[config.mk]
export PLATFORM = sky130hd
export DESIGN_NAME = sal_bank_timer_flat
export DESIGN_NICKNAME = d
export VERILOG_FILES = /design/src/rtl/sal_bank_timer_if.sv /design/src/rtl/sal_bank_timer.sv /design/src/flat_wrapper.sv
export SDC_FILE = /design/constraint.sdc
export NUM_CORES = 1
export LEC_CHECK = 0
export BUFFER_PORTS_ARGS = -buffer_cell sky130_fd_sc_hd__buf_4
export CAP_MARGIN = 20
export CORE_MARGIN = 3
export CORE_UTILIZATION = 45
export CTS_BUF_LIST = sky130_fd_sc_hd__clkbuf_4
export DETAILED_ROUTE_END_ITERATION = 16
export PLACE_DENSITY = 0.71
export SLEW_MARGIN = 20
export SYNTH_ARGS = -nofsm -noshare
export SYNTH_HDL_FRONTEND = slang
export SYNTH_SLANG_ARGS = --single-unit
[constraint.sdc]
create_clock -name clk -period 3.95 [get_ports clk]
set_clock_uncertainty 0.1 [all_clocks]
set_input_delay 0 -clock clk [delete_from_list [all_inputs] [get_ports clk]]
set_output_delay 0 -clock clk [all_outputs]
set_load 0.03 [all_outputs]
[src/rtl/sal_bank_timer_if.sv]
// sal_bank_timer_if: command, timing-parameter and legality-flag bundle between controller and bank timer
interface sal_bank_timer_if #(parameter int CNT_W = 8, parameter int ROW_W = 14);
  logic             cmd_valid;
  logic [2:0]       cmd_type;
  logic [ROW_W-1:0] cmd_row;
  logic [CNT_W-1:0] t_rcd_m1, t_ras_m1, t_rc_m1, t_rp_m1, t_rtp_m1, t_wtp_m1, t_rfc_m1;
  logic             act_ok, rdwr_ok, pre_ok, ref_ok, row_open, err;
  logic [ROW_W-1:0] open_row;
  modport master (
    output cmd_valid, cmd_type, cmd_row,
    output t_rcd_m1, t_ras_m1, t_rc_m1, t_rp_m1, t_rtp_m1, t_wtp_m1, t_rfc_m1,
    input  act_ok, rdwr_ok, pre_ok, ref_ok, row_open, open_row, err
  );
  modport slave (
    input  cmd_valid, cmd_type, cmd_row,
    input  t_rcd_m1, t_ras_m1, t_rc_m1, t_rp_m1, t_rtp_m1, t_wtp_m1, t_rfc_m1,
    output act_ok, rdwr_ok, pre_ok, ref_ok, row_open, open_row, err
  );
endinterface

[src/rtl/sal_bank_timer.sv]
// sal_bank_timer: per-bank DDR2 row state and ACT/RD/WR/PRE/REF spacing guard with sticky error flag
module sal_bank_timer #(parameter int CNT_W = 8, parameter int ROW_W = 14) (
  input logic clk,
  input logic rst,
  sal_bank_timer_if.slave bus
);
  typedef enum logic {CLOSED, OPEN} state_t;
  localparam logic [2:0] C_ACT = 3'd0, C_RD = 3'd1, C_WR = 3'd2, C_PRE = 3'd3, C_REF = 3'd4;
  state_t state, state_nxt;
  logic [CNT_W-1:0] rcd, ras, rc, rp, rtp, wtp, rfc;
  logic [ROW_W-1:0] open_row_q;
  logic err_q, legal, acc;
  logic ld_act, ld_rd, ld_wr, ld_pre, ld_ref;
  function automatic logic [CNT_W-1:0] dec(input logic [CNT_W-1:0] v);
    return v - CNT_W'(v != '0);
  endfunction
  assign bus.act_ok   = (state == CLOSED) && rc == '0 && rp == '0 && rfc == '0;
  assign bus.ref_ok   = bus.act_ok;
  assign bus.rdwr_ok  = (state == OPEN) && rcd == '0;
  assign bus.pre_ok   = (state == OPEN) && ras == '0 && rtp == '0 && wtp == '0;
  assign bus.row_open = (state == OPEN);
  assign bus.open_row = open_row_q;
  assign bus.err      = err_q;
  always_comb begin
    legal = bus.cmd_type == C_ACT ? bus.act_ok :
            bus.cmd_type == C_RD  ? bus.rdwr_ok :
            bus.cmd_type == C_WR  ? bus.rdwr_ok :
            bus.cmd_type == C_PRE ? bus.pre_ok :
            bus.cmd_type == C_REF ? bus.ref_ok : 1'b0;
    acc = bus.cmd_valid && legal;
    ld_act = acc && bus.cmd_type == C_ACT;
    ld_rd  = acc && bus.cmd_type == C_RD;
    ld_wr  = acc && bus.cmd_type == C_WR;
    ld_pre = acc && bus.cmd_type == C_PRE;
    ld_ref = acc && bus.cmd_type == C_REF;
    state_nxt = ld_act ? OPEN : ld_pre ? CLOSED : state;
  end
  always_ff @(posedge clk or posedge rst) begin
    if (rst) state <= CLOSED;
    else state <= state_nxt;
  end
  // a load always replaces the running count, even a larger one
  always_ff @(posedge clk or posedge rst) begin
    if (rst) begin
      {rcd, ras, rc, rp, rtp, wtp, rfc} <= '0;
      open_row_q <= '0;
      err_q <= 1'b0;
    end else begin
      rcd <= ld_act ? bus.t_rcd_m1 : dec(rcd);
      ras <= ld_act ? bus.t_ras_m1 : dec(ras);
      rc  <= ld_act ? bus.t_rc_m1  : dec(rc);
      rtp <= ld_rd  ? bus.t_rtp_m1 : dec(rtp);
      wtp <= ld_wr  ? bus.t_wtp_m1 : dec(wtp);
      rp  <= ld_pre ? bus.t_rp_m1  : dec(rp);
      rfc <= ld_ref ? bus.t_rfc_m1 : dec(rfc);
      open_row_q <= ld_act ? bus.cmd_row : open_row_q;
      err_q <= err_q | (bus.cmd_valid & ~legal);
    end
  end
endmodule

[src/flat_wrapper.sv]
// flat-port wrapper written by rule: the top's interface ports become plain ports
module sal_bank_timer_flat 
#(parameter int CNT_W = 8, parameter int ROW_W = 14)
  (clk, rst, bus_cmd_valid, bus_cmd_type, bus_cmd_row, bus_t_rcd_m1, bus_t_ras_m1, bus_t_rc_m1, bus_t_rp_m1, bus_t_rtp_m1, bus_t_wtp_m1, bus_t_rfc_m1, bus_act_ok, bus_rdwr_ok, bus_pre_ok, bus_ref_ok, bus_row_open, bus_open_row, bus_err);
  sal_bank_timer_if #(.CNT_W(CNT_W), .ROW_W(ROW_W)) bus_i ();
  input logic clk;
  input logic rst;
  input wire logic [$bits(bus_i.cmd_valid)-1:0] bus_cmd_valid;
  input wire logic [$bits(bus_i.cmd_type)-1:0] bus_cmd_type;
  input wire logic [$bits(bus_i.cmd_row)-1:0] bus_cmd_row;
  input wire logic [$bits(bus_i.t_rcd_m1)-1:0] bus_t_rcd_m1;
  input wire logic [$bits(bus_i.t_ras_m1)-1:0] bus_t_ras_m1;
  input wire logic [$bits(bus_i.t_rc_m1)-1:0] bus_t_rc_m1;
  input wire logic [$bits(bus_i.t_rp_m1)-1:0] bus_t_rp_m1;
  input wire logic [$bits(bus_i.t_rtp_m1)-1:0] bus_t_rtp_m1;
  input wire logic [$bits(bus_i.t_wtp_m1)-1:0] bus_t_wtp_m1;
  input wire logic [$bits(bus_i.t_rfc_m1)-1:0] bus_t_rfc_m1;
  output wire logic [$bits(bus_i.act_ok)-1:0] bus_act_ok;
  output wire logic [$bits(bus_i.rdwr_ok)-1:0] bus_rdwr_ok;
  output wire logic [$bits(bus_i.pre_ok)-1:0] bus_pre_ok;
  output wire logic [$bits(bus_i.ref_ok)-1:0] bus_ref_ok;
  output wire logic [$bits(bus_i.row_open)-1:0] bus_row_open;
  output wire logic [$bits(bus_i.open_row)-1:0] bus_open_row;
  output wire logic [$bits(bus_i.err)-1:0] bus_err;
  assign bus_i.cmd_valid = bus_cmd_valid;
  assign bus_i.cmd_type = bus_cmd_type;
  assign bus_i.cmd_row = bus_cmd_row;
  assign bus_i.t_rcd_m1 = bus_t_rcd_m1;
  assign bus_i.t_ras_m1 = bus_t_ras_m1;
  assign bus_i.t_rc_m1 = bus_t_rc_m1;
  assign bus_i.t_rp_m1 = bus_t_rp_m1;
  assign bus_i.t_rtp_m1 = bus_t_rtp_m1;
  assign bus_i.t_wtp_m1 = bus_t_wtp_m1;
  assign bus_i.t_rfc_m1 = bus_t_rfc_m1;
  assign bus_act_ok = bus_i.act_ok;
  assign bus_rdwr_ok = bus_i.rdwr_ok;
  assign bus_pre_ok = bus_i.pre_ok;
  assign bus_ref_ok = bus_i.ref_ok;
  assign bus_row_open = bus_i.row_open;
  assign bus_open_row = bus_i.open_row;
  assign bus_err = bus_i.err;
  sal_bank_timer #(.CNT_W(CNT_W), .ROW_W(ROW_W)) u_core (.clk(clk), .rst(rst), .bus(bus_i));
endmodule
==> results of run 1 <==
==> final timing paths <==
| path | startpoint | end | slack (ns) | cells after the start |
|---|---|---|---|---|
| max | u_core.wtp[2]$_DFF_PP0_ | u_core.rp[7]$_DFF_PP0_ | 0.41 | 7 |
| min | bus_cmd_type[1] | u_core.rp[5]$_DFF_PP0_ | 0.04 | 4 |
| max reg2reg | u_core.wtp[2]$_DFF_PP0_ | u_core.rp[7]$_DFF_PP0_ | 0.41 | 7 |
| min reg2reg | u_core.bus.open_row[6]$_DFFE_PP0P_ | u_core.bus.open_row[6]$_DFFE_PP0P_ | 0.41 | 1 |
| max in group asynchronous | rst | u_core.wtp[3]$_DFF_PP0_ | 2.74 | 4 |
| min in group asynchronous | rst | u_core.rcd[4]$_DFF_PP0_ | 0.20 | 3 |
==> per-stage QoR <==
stage	hold slack [ns]	cell area, um2	util, %
5_1_grt	0.0264	5690	72.5
3_5_place_dp	0.109	4480	57.1
2_1_floorplan	0.0168	3690	-
6_report	0.0372	5690	72.5
3_3_place_gp	0.102	4480	57.1
4_1_cts	0.00134	5690	72.5
==> what timing repair did <==
action / CTS / global route
setup endpoints to repair: 0 / 2
hold endpoints to repair: 119 / 0
hold buffers: 102 / 0
==> power by group <==
part	internal, uW	total, uW	switching, uW
combinational	488	817	328
clock	319	587	268
sequential	949	1160	212
==> kinds of logic (layout without fill, tap and decap cells) <==
logic type | after synthesis | in the layout | share of synthesized area, %
mux | 16 | 16 | 4.85
simple gates | 142 | 142 | 19.7
xor+xnor | 42 | 42 | 9.98
fa+ha+maj | 14 | 14 | 4.75
buf+inv | 31 | 235 | 3.73
compound gates | 59 | 59 | 8.15
flops | 72 | 72 | 48.9
==> worst register-to-register path: cells and delay by family, from the launching register on <==
family                 cells  cell delay, ns
AOI/OAI and AO/OA          1            0.09
buffers and inverters      2            1.19
DFF                        1            0.45
and+or+nand+nor            4            1.66
==> cell usage after synthesis (all sizes together) (2+ instances only) <==
cell type	n
buf	9
clkbuf	3
nor4	23
a21oi	19
inv	19
o21ai	38
nand2	63
nor2	31
nand4	2
xor2	18
nand2b	5
or3	2
dfrtp	72
ha	14
mux2	15
xnor2	24
nor3b	5
nand3	2
nor3	4
==> sequential cells by signal (all words and copies together) (netlist names) <==
| signal | count |
|---|---|
| u_core.rtp | 8 |
| u_core.rcd | 8 |
| u_core.rp | 8 |
| u_core.bus.row_open | 1 |
| u_core.rc | 8 |
| u_core.ras | 8 |
| u_core.wtp | 8 |
| u_core.rfc | 8 |
| u_core.bus.open_row | 14 |
| u_core.bus.err | 1 |
==> layout make-up <==
cell class,instances,area [um2],share of cell area (%)
clock buffers,9,67.6,1.19
clock inverters,7,120,2.11
repair buffers,200,1760,30.9
flip-flops and latches,72,1800,31.6
inverters,19,72.6,1.27
multi-input cells,273,1750,30.7
well taps,102,128,2.24
==> metal layers <==
| metal | global-route usage, % | up-vias | share of wire [%] |
|---|---|---|---|
| li1 | - | 1667 | - |
| met1 | 24.7 | 1539 | 42 |
| met2 | 38.9 | 65 | 53 |
| met3 | 5.27 | 10 | 3.9 |
| met4 | 6.89 | 0 | 1.5 |
| met5 | 0 | - | 0 |
==> PnR_summary.wiki, run 1 <==
{| class="wikitable"
! Metric !! Value
|-
| Buffers inserted by post-CTS timing repair || 0
|-
| Largest area contributor in the synthesized netlist || dfrtp_1
|-
| Power density of the placed cells || 451 nW/um2
|-
| Share of the yosys chip area belonging to registers || 48.9%
|-
| Core Rows || 32
|-
| Outcome || finished, final reports clean
|-
| Clk buf depth || 2
|-
| CTS tree || done
|-
| Maximum level of the CTS H-tree || 3
|-
| Yosys warnings || 0
|-
| Post-detailed-routing wire length || approximately 9 mm
|-
| Via count normalized by instance count || 4.81
|-
| Type of the worst min-delay path || in -> reg
|-
| Highest attainable clock frequency || between 0.2 and 0.3 GHz
|-
| Final net count || roughly 670
|-
| Final Setup Violations || 0
|-
| Final hold violation count || 0
|-
| Share of Yosys cell area claimed by the top area cell type || just under 50%
|-
| Number of iterations in the first detailed-routing pass || 4
|-
| Root cell of the clock tree || clkbuf_4
|-
| Total half-perimeter wirelength after legalization and detailed placement || between 5 and 6 mm
|-
| Total vias in the final route || 3281
|-
| Quantity of I/O buffers inserted on ports || 95
|-
| Placer's final routability congestion estimate || 0.817
|-
| Data required, critical path || roughly 4.2 ns
|-
| Fraction of layout instances using a drive strength above 1 || about a fifth
|-
| Full die area || ~9300 um2
|-
| Detailed-route DRC error count || 0
|-
| Clock buffer count from CTS || 9
|-
| Effective utilization at floorplan || between 40% and 50%
|-
| CP Max Fanout || 16
|-
| Grt ovf || 0
|-
| Share of flip-flops with an asynchronous set or reset || 100%
|-
| Clock period minus worst slack || 3.54 ns
|-
| Worst Path Class, Setup || reg -> reg
|-
| Overall Global Routing Usage || a little over a fifth
|-
| Largest delay contributor family on the critical path || simple AND/OR/NAND/NOR gates
|-
| Least setup slack across all paths after layout || between 0.4 and 0.5 ns
|-
| Avg Synthesized Cell Area || between 9 and 10 um2
|-
| Post-route ant nets || 0
|-
| Post-synth design cell area || between 3000 and 4000 um2
|-
| Static Leakage || between 0.002 and 0.0025 uW
|-
| Cells along the critical path || nor4_1 -> nand3_1 -> nor4_4 -> nand2_1 -> dlygate4sd3_1 -> o21ai_1 -> dlygate4sd3_1
|-
| Share of the cycle needed by the critical path after routing || around nine tenths
|-
| Arrival time at the worst endpoint || 3.79 ns
|-
| Count of max-cap constraint violations || 0
|-
| Area Growth Syn to Fin || 54.4%
|-
| Number of non-filler instances in the completed layout || approximately 680
|-
| Top library cells by usage in the layout, fill and taps aside || 102 x dlygate4sd3_1, 98 x buf_4, 72 x dfrtp_1
|-
| Pre-CTS setup slack || roughly 1.4 ns
|-
| Most common cell after layout, fill and taps aside || dlygate4sd3_1
|-
| Cell count after synthesis || roughly 380
|-
| Total of cells resized after clock tree synthesis || 0
|-
| Top area cells in the synthesized netlist || dfrtp_1 49%, nand2_1 6.4%, xnor2_1 5.7%
|-
| Peak supply drop || 0.377 mV
|-
| # diodes || 0
|-
| Inst Count DP || around 560
|-
| Number of flops mapped to enable cells by yosys || 0
|-
| Clock latency on the worst-skew pair || 0.42 ns
|-
| Rel. slew slack || between 40% and 50%
|-
| Power consumption || approximately 2600 uW
|-
| Buf+Inv Stages, Crit Path || 2
|-
| Pins over their slew limit || 0
|-
| Wire per inst || 13.3 um
|-
| Synthesized net count || around 470
|-
| Die span in x || approximately 97 um
|-
| Setup repair after global routing missed its margin || false
|-
| Maximum cell stage delay along the critical path || 0.63 ns
|-
| Largest net degree at the start of global routing || 51
|-
| Cell mode on critical path || dlygate4sd3_1
|-
| Floorplan die height || 96.5 um
|-
| Kind of start point of the critical path || register
|-
| Clk slew on worst S/H paths || around 0.12 ns
|-
| First-pass GRT wire length || roughly 15 mm
|-
| Distinct cell type count of the synthesized netlist || 32
|-
| Master of the slowest instance on the critical path || nor4_4
|-
| IO Count || 96
|-
| Core region area || about 7800 um2
|-
| Number of global-route vias before repair || between 3000 and 4000
|-
| Total number of clock tree sinks || 72
|-
| Slew at the pin closest to its max-slew limit || just over 0.8 ns
|-
| Drt first-iter violations || 82
|-
| Final-layout fill cell count || 586
|-
| Sort of element at the end of the critical path || register
|-
| Number of synthesized register bits || between 70 and 80
|-
| Flip-flop cell with the highest count after synthesis || dfrtp_1
|-
| Antenna violations before repair || 0
|-
| Setup tns final || 0 ns
|}
Power figures use the tool's default switching activity.
==> inputs of run 2 (changes only) <==
--- a/config.mk
+++ b/config.mk
@@ -11,6 +11,7 @@
 export CORE_UTILIZATION = 45
 export CTS_BUF_LIST = sky130_fd_sc_hd__clkbuf_4
 export DETAILED_ROUTE_END_ITERATION = 16
+export GPL_TIMING_DRIVEN = 0
 export PLACE_DENSITY = 0.71
 export SLEW_MARGIN = 20
 export SYNTH_ARGS = -nofsm -noshare
==> run 2 against run 1 <==
Non-clock buffer count shrank 8. Worst setup slack gained 0.65 ns. Final cell count shrank 1.2%. Via count is essentially flat. Hold slack lost 0.024 ns. Total power shrank 2.6%. Critical path depth is the same. Clock-buffer cell count grew 1. Sequential share of layout area grew 0.82 points. Critical endpoint unchanged.
==> PnR_summary.wiki, run 2 (synthesis gave the netlist of run 1 again) <==
{| class="wikitable"
! Metric !! Value
|-
| Outcome || finished, final reports clean
|-
| Clock latency on the worst-skew pair || between 0.4 and 0.5 ns
|-
| Fraction of layout instances using a drive strength above 1 || 22.6%
|-
| Type of the worst min-delay path || in -> reg
|-
| Register Area || roughly 1800 um2
|-
| Drt first-iter violations || 89
|-
| IO Count || between 90 and 100
|-
| Overall Global Routing Usage || a little over a fifth
|-
| Clk slew on worst S/H paths || ~0.12 ns
|-
| Post-detailed-routing wire length || a little over 9 mm
|-
| Full die area || around 9300 um2
|-
| Effective utilization at floorplan || 47.0%
|-
| Clock period minus worst slack || just under 3 ns
|-
| Peak supply drop || 0.275 mV
|-
| Share of the cycle needed by the critical path after routing || about three quarters
|-
| Sort of element at the end of the critical path || register
|-
| Buf+Inv Stages, Crit Path || 2
|-
| Kind of start point of the critical path || register
|-
| Final-layout fill cell count || 608
|-
| Number of flip-flops under the largest register name || 14
|-
| Final worst hold slack || about 0.013 ns
|-
| Root cell of the clock tree || clkbuf_4
|-
| Clock buffer count from CTS || 9
|-
| CP Max Fanout || 10
|-
| Setup repair after global routing missed its margin || false
|-
| Number of global-route vias before repair || 3372
|-
| Static Leakage || 0.00241 uW
|-
| Count of max-cap constraint violations || 0
|-
| Clk buf depth || 2
|-
| Total number of clock tree sinks || about 70
|-
| Pins over their slew limit || 0
|-
| Largest net degree at the start of global routing || 42
|-
| Worst Path Class, Setup || reg -> reg
|-
| Top library cells by usage in the layout, fill and taps aside || 99 x buf_4, 84 x dlygate4sd3_1, 72 x dfrtp_1
|-
| Slew at the pin closest to its max-slew limit || 0.622 ns
|-
| Power density of the placed cells || 450 nW/um2
|-
| Final net count || approximately 660
|-
| First-pass GRT wire length || between 10 and 15 mm
|-
| Buffers inserted by post-CTS timing repair || 0
|-
| Master of the slowest instance on the critical path || nor4_1
|-
| CTS tree || done
|-
| Cells along the critical path || nor4_1 -> nand3_1 -> nor4_4 -> buf_4 -> nand2_1 -> o21ai_1 -> dlygate4sd3_1
|-
| Detailed-route DRC error count || 0
|-
| Largest delay contributor family on the critical path || simple AND/OR/NAND/NOR gates
|-
| Area Growth Syn to Fin || 50.5%
|-
| Placer's final routability congestion estimate || between 0.7 and 0.8
|-
| Core region area || just under 8000 um2
|-
| Maximum cell stage delay along the critical path || 0.60 ns
|-
| Antenna violations before repair || 0
|-
| Via count normalized by instance count || around 4.9
|-
| Wire per inst || about 14 um
|-
| Total vias in the final route || ~3300
|-
| Post-route ant nets || 0
|-
| Grt ovf || 0
|-
| Total half-perimeter wirelength after legalization and detailed placement || roughly 6 mm
|-
| Quantity of I/O buffers inserted on ports || 95
|-
| Multi-input logic area || roughly 1700 um2
|-
| Final Setup Violations || 0
|-
| Maximum level of the CTS H-tree || 3
|-
| Power consumption || roughly 2500 uW
|-
| Die span in x || about 97 um
|-
| Floorplan die height || 96.5 um
|-
| Most common cell after layout, fill and taps aside || buf_4
|-
| Final hold violation count || 0
|-
| Arrival time at the worst endpoint || 3.13 ns
|-
| Core Rows || 32
|-
| Setup tns final || 0 ns
|-
| Number of iterations in the first detailed-routing pass || 4
|-
| Highest attainable clock frequency || ~0.35 GHz
|-
| Data required, critical path || between 4 and 5 ns
|-
| # diodes || 0
|-
| Rel. slew slack || approximately 58%
|}
-- run 2: cell types whose count changed in the layout (fill, tap and decap cells not counted), moves of 2 or more --
cell | before | now
buf_2 | 0 | 5
clkbuf_1 | 0 | 3
dlygate4sd3_1 | 102 | 84
clkinvlp_4 | 4 | 2
-- run 2: path summary, 6_finish.rpt --
kind,end,slack [ns],depth (start not counted),from
max in group asynchronous,u_core.rcd[4]$_DFF_PP0_,3.11,4,rst
min in group asynchronous,u_core.bus.open_row[10]$_DFFE_PP0P_,0.06,3,rst
hold reg to reg,u_core.bus.open_row[10]$_DFFE_PP0P_,0.40,1,u_core.bus.open_row[10]$_DFFE_PP0P_
hold / removal,u_core.rp[5]$_DFF_PP0_,0.01,4,bus_cmd_type[1]
setup / recovery,u_core.rp[7]$_DFF_PP0_,1.06,7,u_core.wtp[2]$_DFF_PP0_
setup reg to reg,u_core.rp[7]$_DFF_PP0_,1.06,7,u_core.wtp[2]$_DFF_PP0_
-- run 2: power breakdown --
group          leakage (uW)  total [uW]  switching, uW  internal, uW
Clock             0.0000800         525            264           261
Combinational       0.00148         815            324           491
Sequential         0.000849        1160            209           949
Total               0.00241        2500            798          1700
-- run 2: per-layer routing --
layer  wire, um  GRT usage, %  share of wire (%)
met4        132          7.36                1.4
met2       4770          37.3                 52
met3        319          3.56                3.5
met5          0             0                  0
met1       3910          25.2                 43
-- run 2: timing repair --
action	4_1_cts	5_1_grt
resized for setup	0	0
hold buffers	84	0
endpoints found under the hold margin	144	0
-- run 2: cell type report --
cell class | instances | share of cell area [%]
clock inverter | 6 | 1.51
sequential | 72 | 32.5
tap | 102 | 2.30
buffer | 12 | 1.20
multi-input combinational | 273 | 31.5
clock buffer | 10 | 1.35
inverter | 19 | 1.33
timing repair buffer | 180 | 28.4
-- run 2: worst min-delay path: cells and delay by family --
kind	cells	cell delay (ns)
AOI/OAI and AO/OA	1	0.16
buffers and inverters	1	0.13
and+or+nand+nor	2	0.18
-- run 2: per-stage QoR --
stage | utilization (%) | setup WS (ns) | instance area, um2 | std cells
2_1_floorplan | - | 1.65 | 3690 | 376
3_3_place_gp | 57.7 | 1.12 | 4530 | 573
3_5_place_dp | 58.0 | 1.45 | 4550 | 574
4_1_cts | 70.7 | 1.05 | 5550 | 674
5_1_grt | 70.7 | 0.838 | 5550 | 674
6_report | 70.7 | 1.06 | 5550 | 674
==> inputs of run 3 (changes only) <==
==> constraint.sdc (replaced) <==
create_clock -name clk -period 2.8 [get_ports clk]
set_clock_uncertainty 0.1 [all_clocks]
set_input_delay 0 -clock clk [delete_from_list [all_inputs] [get_ports clk]]
set_output_delay 0 -clock clk [all_outputs]
set_load 0.03 [all_outputs]
==> run 3 against run 2 <==
Hold slack better by 0.049 ns. Global-route usage fell by 0.13 points. Combinational power increased by 23%. Critical endpoint is now u_core.rp[1]$_DFF_PP0_. Routed wire length is 0.87% lower. Largest cell class unchanged. Flip-flop and latch count stayed put. Register-to-register slack got worse by 0.96 ns. Clock-buffer cell count did not move.
==> PnR_summary.wiki, run 3 (synthesis gave the netlist of run 1 again) <==
{| class="wikitable"
! Metric !! Value
|-
| Outcome || finished, final reports clean
|-
| Type of the worst min-delay path || in -> async
|-
| Clk slew on worst S/H paths || approximately 0.13 ns
|-
| Slew at the pin closest to its max-slew limit || 0.503 ns
|-
| IO Count || 96
|-
| Placer's final routability congestion estimate || between 0.7 and 0.8
|-
| Pre-CTS setup slack || ~0.3 ns
|-
| Net switching fraction of the power || 32.6%
|-
| Highest attainable clock frequency || ~0.37 GHz
|-
| Cells along the critical path || nor4_1 -> nand2_1 -> nor4_4 -> mux2i_1 -> dlygate4sd3_1
|-
| CP Max Fanout || 7
|-
| Portion of total power attributed to the clock network || 21.9%
|-
| Kind of start point of the critical path || register
|-
| Grt ovf || 0
|-
| Peak supply drop || slightly below 0.4 mV
|-
| Maximum level of the CTS H-tree || 3
|-
| Quantity of I/O buffers inserted on ports || 95
|-
| Floorplan die height || 96.5 um
|-
| Full die area || 9310 um2
|-
| Final hold violation count || 0
|-
| Pins over their slew limit || 0
|-
| Power density of the placed cells || about 620 nW/um2
|-
| Share of power burned in registers || 48.5%
|-
| # diodes || 0
|-
| Sort of element at the end of the critical path || register
|-
| Arrival time at the worst endpoint || around 2.9 ns
|-
| Largest net degree at the start of global routing || 42
|-
| Rel. slew slack || 66.1%
|-
| Worst Path Class, Setup || reg -> reg
|-
| Clock buffer count from CTS || 9
|-
| Most common cell after layout, fill and taps aside || buf_4
|-
| Area Growth Syn to Fin || 48.8%
|-
| Master of the slowest instance on the critical path || dlygate4sd3_1
|-
| Number of global-route vias before repair || 3343
|-
| Core Rows || 32
|-
| Setup repair after global routing missed its margin || false
|-
| Core region area || between 7000 and 8000 um2
|-
| Post-detailed-routing wire length || roughly 9.0 mm
|-
| CTS tree || done
|-
| Number of flip-flops under the largest register name || 14
|-
| Clock period minus worst slack || ~2.7 ns
|-
| Fraction of layout instances using a drive strength above 1 || between 20% and 30%
|-
| Count of max-cap constraint violations || 0
|-
| Via count normalized by instance count || just under 5
|-
| First-pass GRT wire length || ~15 mm
|-
| Top library cells by usage in the layout, fill and taps aside || 99 x buf_4, 77 x dlygate4sd3_1, 72 x dfrtp_1
|-
| Multi-input logic area || around 1800 um2
|-
| Combinational Power Share || between 20% and 30%
|-
| Number of iterations in the first detailed-routing pass || 4
|-
| Least setup slack across all paths after layout || 0.106 ns
|-
| Final Setup Violations || 0
|-
| Total number of clock tree sinks || 72
|-
| Internal power consumption || roughly 2300 uW
|-
| Register Area || ~1800 um2
|-
| Sw Pwr || around 1100 uW
|-
| Share of the cycle needed by the critical path after routing || 96.2%
|-
| Setup tns final || 0 ns
|-
| Total vias in the final route || about 3300
|-
| Root cell of the clock tree || clkbuf_4
|-
| Maximum cell stage delay along the critical path || between 0.5 and 0.6 ns
|-
| Total half-perimeter wirelength after legalization and detailed placement || roughly 6 mm
|-
| Antenna violations before repair || 0
|-
| Detailed-route DRC error count || 0
|-
| Drt first-iter violations || between 80 and 90
|-
| Wire per inst || 13.6 um
|-
| Final net count || 650
|-
| Clk buf depth || 2
|-
| Static Leakage || about 0.0024 uW
|-
| Effective utilization at floorplan || 47.0%
|-
| Final-layout fill cell count || roughly 600
|-
| Post-route ant nets || 0
|-
| Clock latency on the worst-skew pair || 0.41 ns
|-
| Data required, critical path || approximately 3 ns
|-
| Overall Global Routing Usage || about a fifth
|-
| Die span in x || 96.5 um
|}
[run 3: layout make-up]
type | count | area share, %
inverters | 19 | 1.35
well taps | 102 | 2.33
flip-flops and latches | 72 | 32.8
clock inverters | 6 | 1.53
plain buffers | 12 | 1.21
clock buffers | 10 | 1.37
multi-input cells | 273 | 32.0
repair buffers | 173 | 27.4
[run 3: what timing repair did]
item,in CTS,in global routing
setup endpoints to repair,0,1
endpoints found under the hold margin,144,0
resized for setup,0,1
buffers inserted,0,0
hold buffers,77,0
[run 3: metal layers]
metal	part of all wire, %	global-route usage, %
met2	52	36.6
met4	1.5	7.48
met3	3.3	3.72
met1	43	25.3
met5	0	0
[run 3: path summary, 6_finish.rpt]
| check | slack (ns) | end | depth (start not counted) | startpoint |
|---|---|---|---|---|
| worst max-delay path | 0.11 | u_core.rp[1]$_DFF_PP0_ | 5 | u_core.ras[2]$_DFF_PP0_ |
| worst min-delay path | 0.06 | u_core.bus.open_row[10]$_DFFE_PP0P_ | 3 | rst |
| worst max register to register | 0.11 | u_core.rp[1]$_DFF_PP0_ | 5 | u_core.ras[2]$_DFF_PP0_ |
| worst min register to register | 0.40 | u_core.bus.open_row[10]$_DFFE_PP0P_ | 1 | u_core.bus.open_row[10]$_DFFE_PP0P_ |
| max in group asynchronous | 1.97 | u_core.rcd[4]$_DFF_PP0_ | 4 | rst |
| min in group clk | 0.07 | u_core.rtp[2]$_DFF_PP0_ | 4 | bus_cmd_type[0] |
[run 3: power by group through the flow]
stage / registers (uW) / logic (uW) / clock network (uW)
final: 1640 / 1000 / 741
after detailed placement: 1650 / 906 / 0
after global placement: 1640 / 858 / 0
after global routing: 1680 / 1140 / 811
after floorplan: 1600 / 678 / 0
after CTS: 1630 / 1010 / 755
[run 3: through the flow]
stage	util, %	power (uW)	cell area, um2	hold slack, ns	cells
finish	69.9	3380	5490	0.0623	667
global route	69.9	3620	5490	0.0567	667
CTS	69.8	3390	5480	0.0441	667
detailed placement	58.0	2550	4550	-0.0587	574
global placement	57.7	2490	4530	0.102	573
floorplan	-	2280	3690	0.0168	376
[run 3: worst max-delay path, delay by kind of cell (launching register included)]
family	cells	cell delay [ns]
mux	1	0.23
flops	1	0.45
buf+inv	1	0.55
simple gates	3	1.31
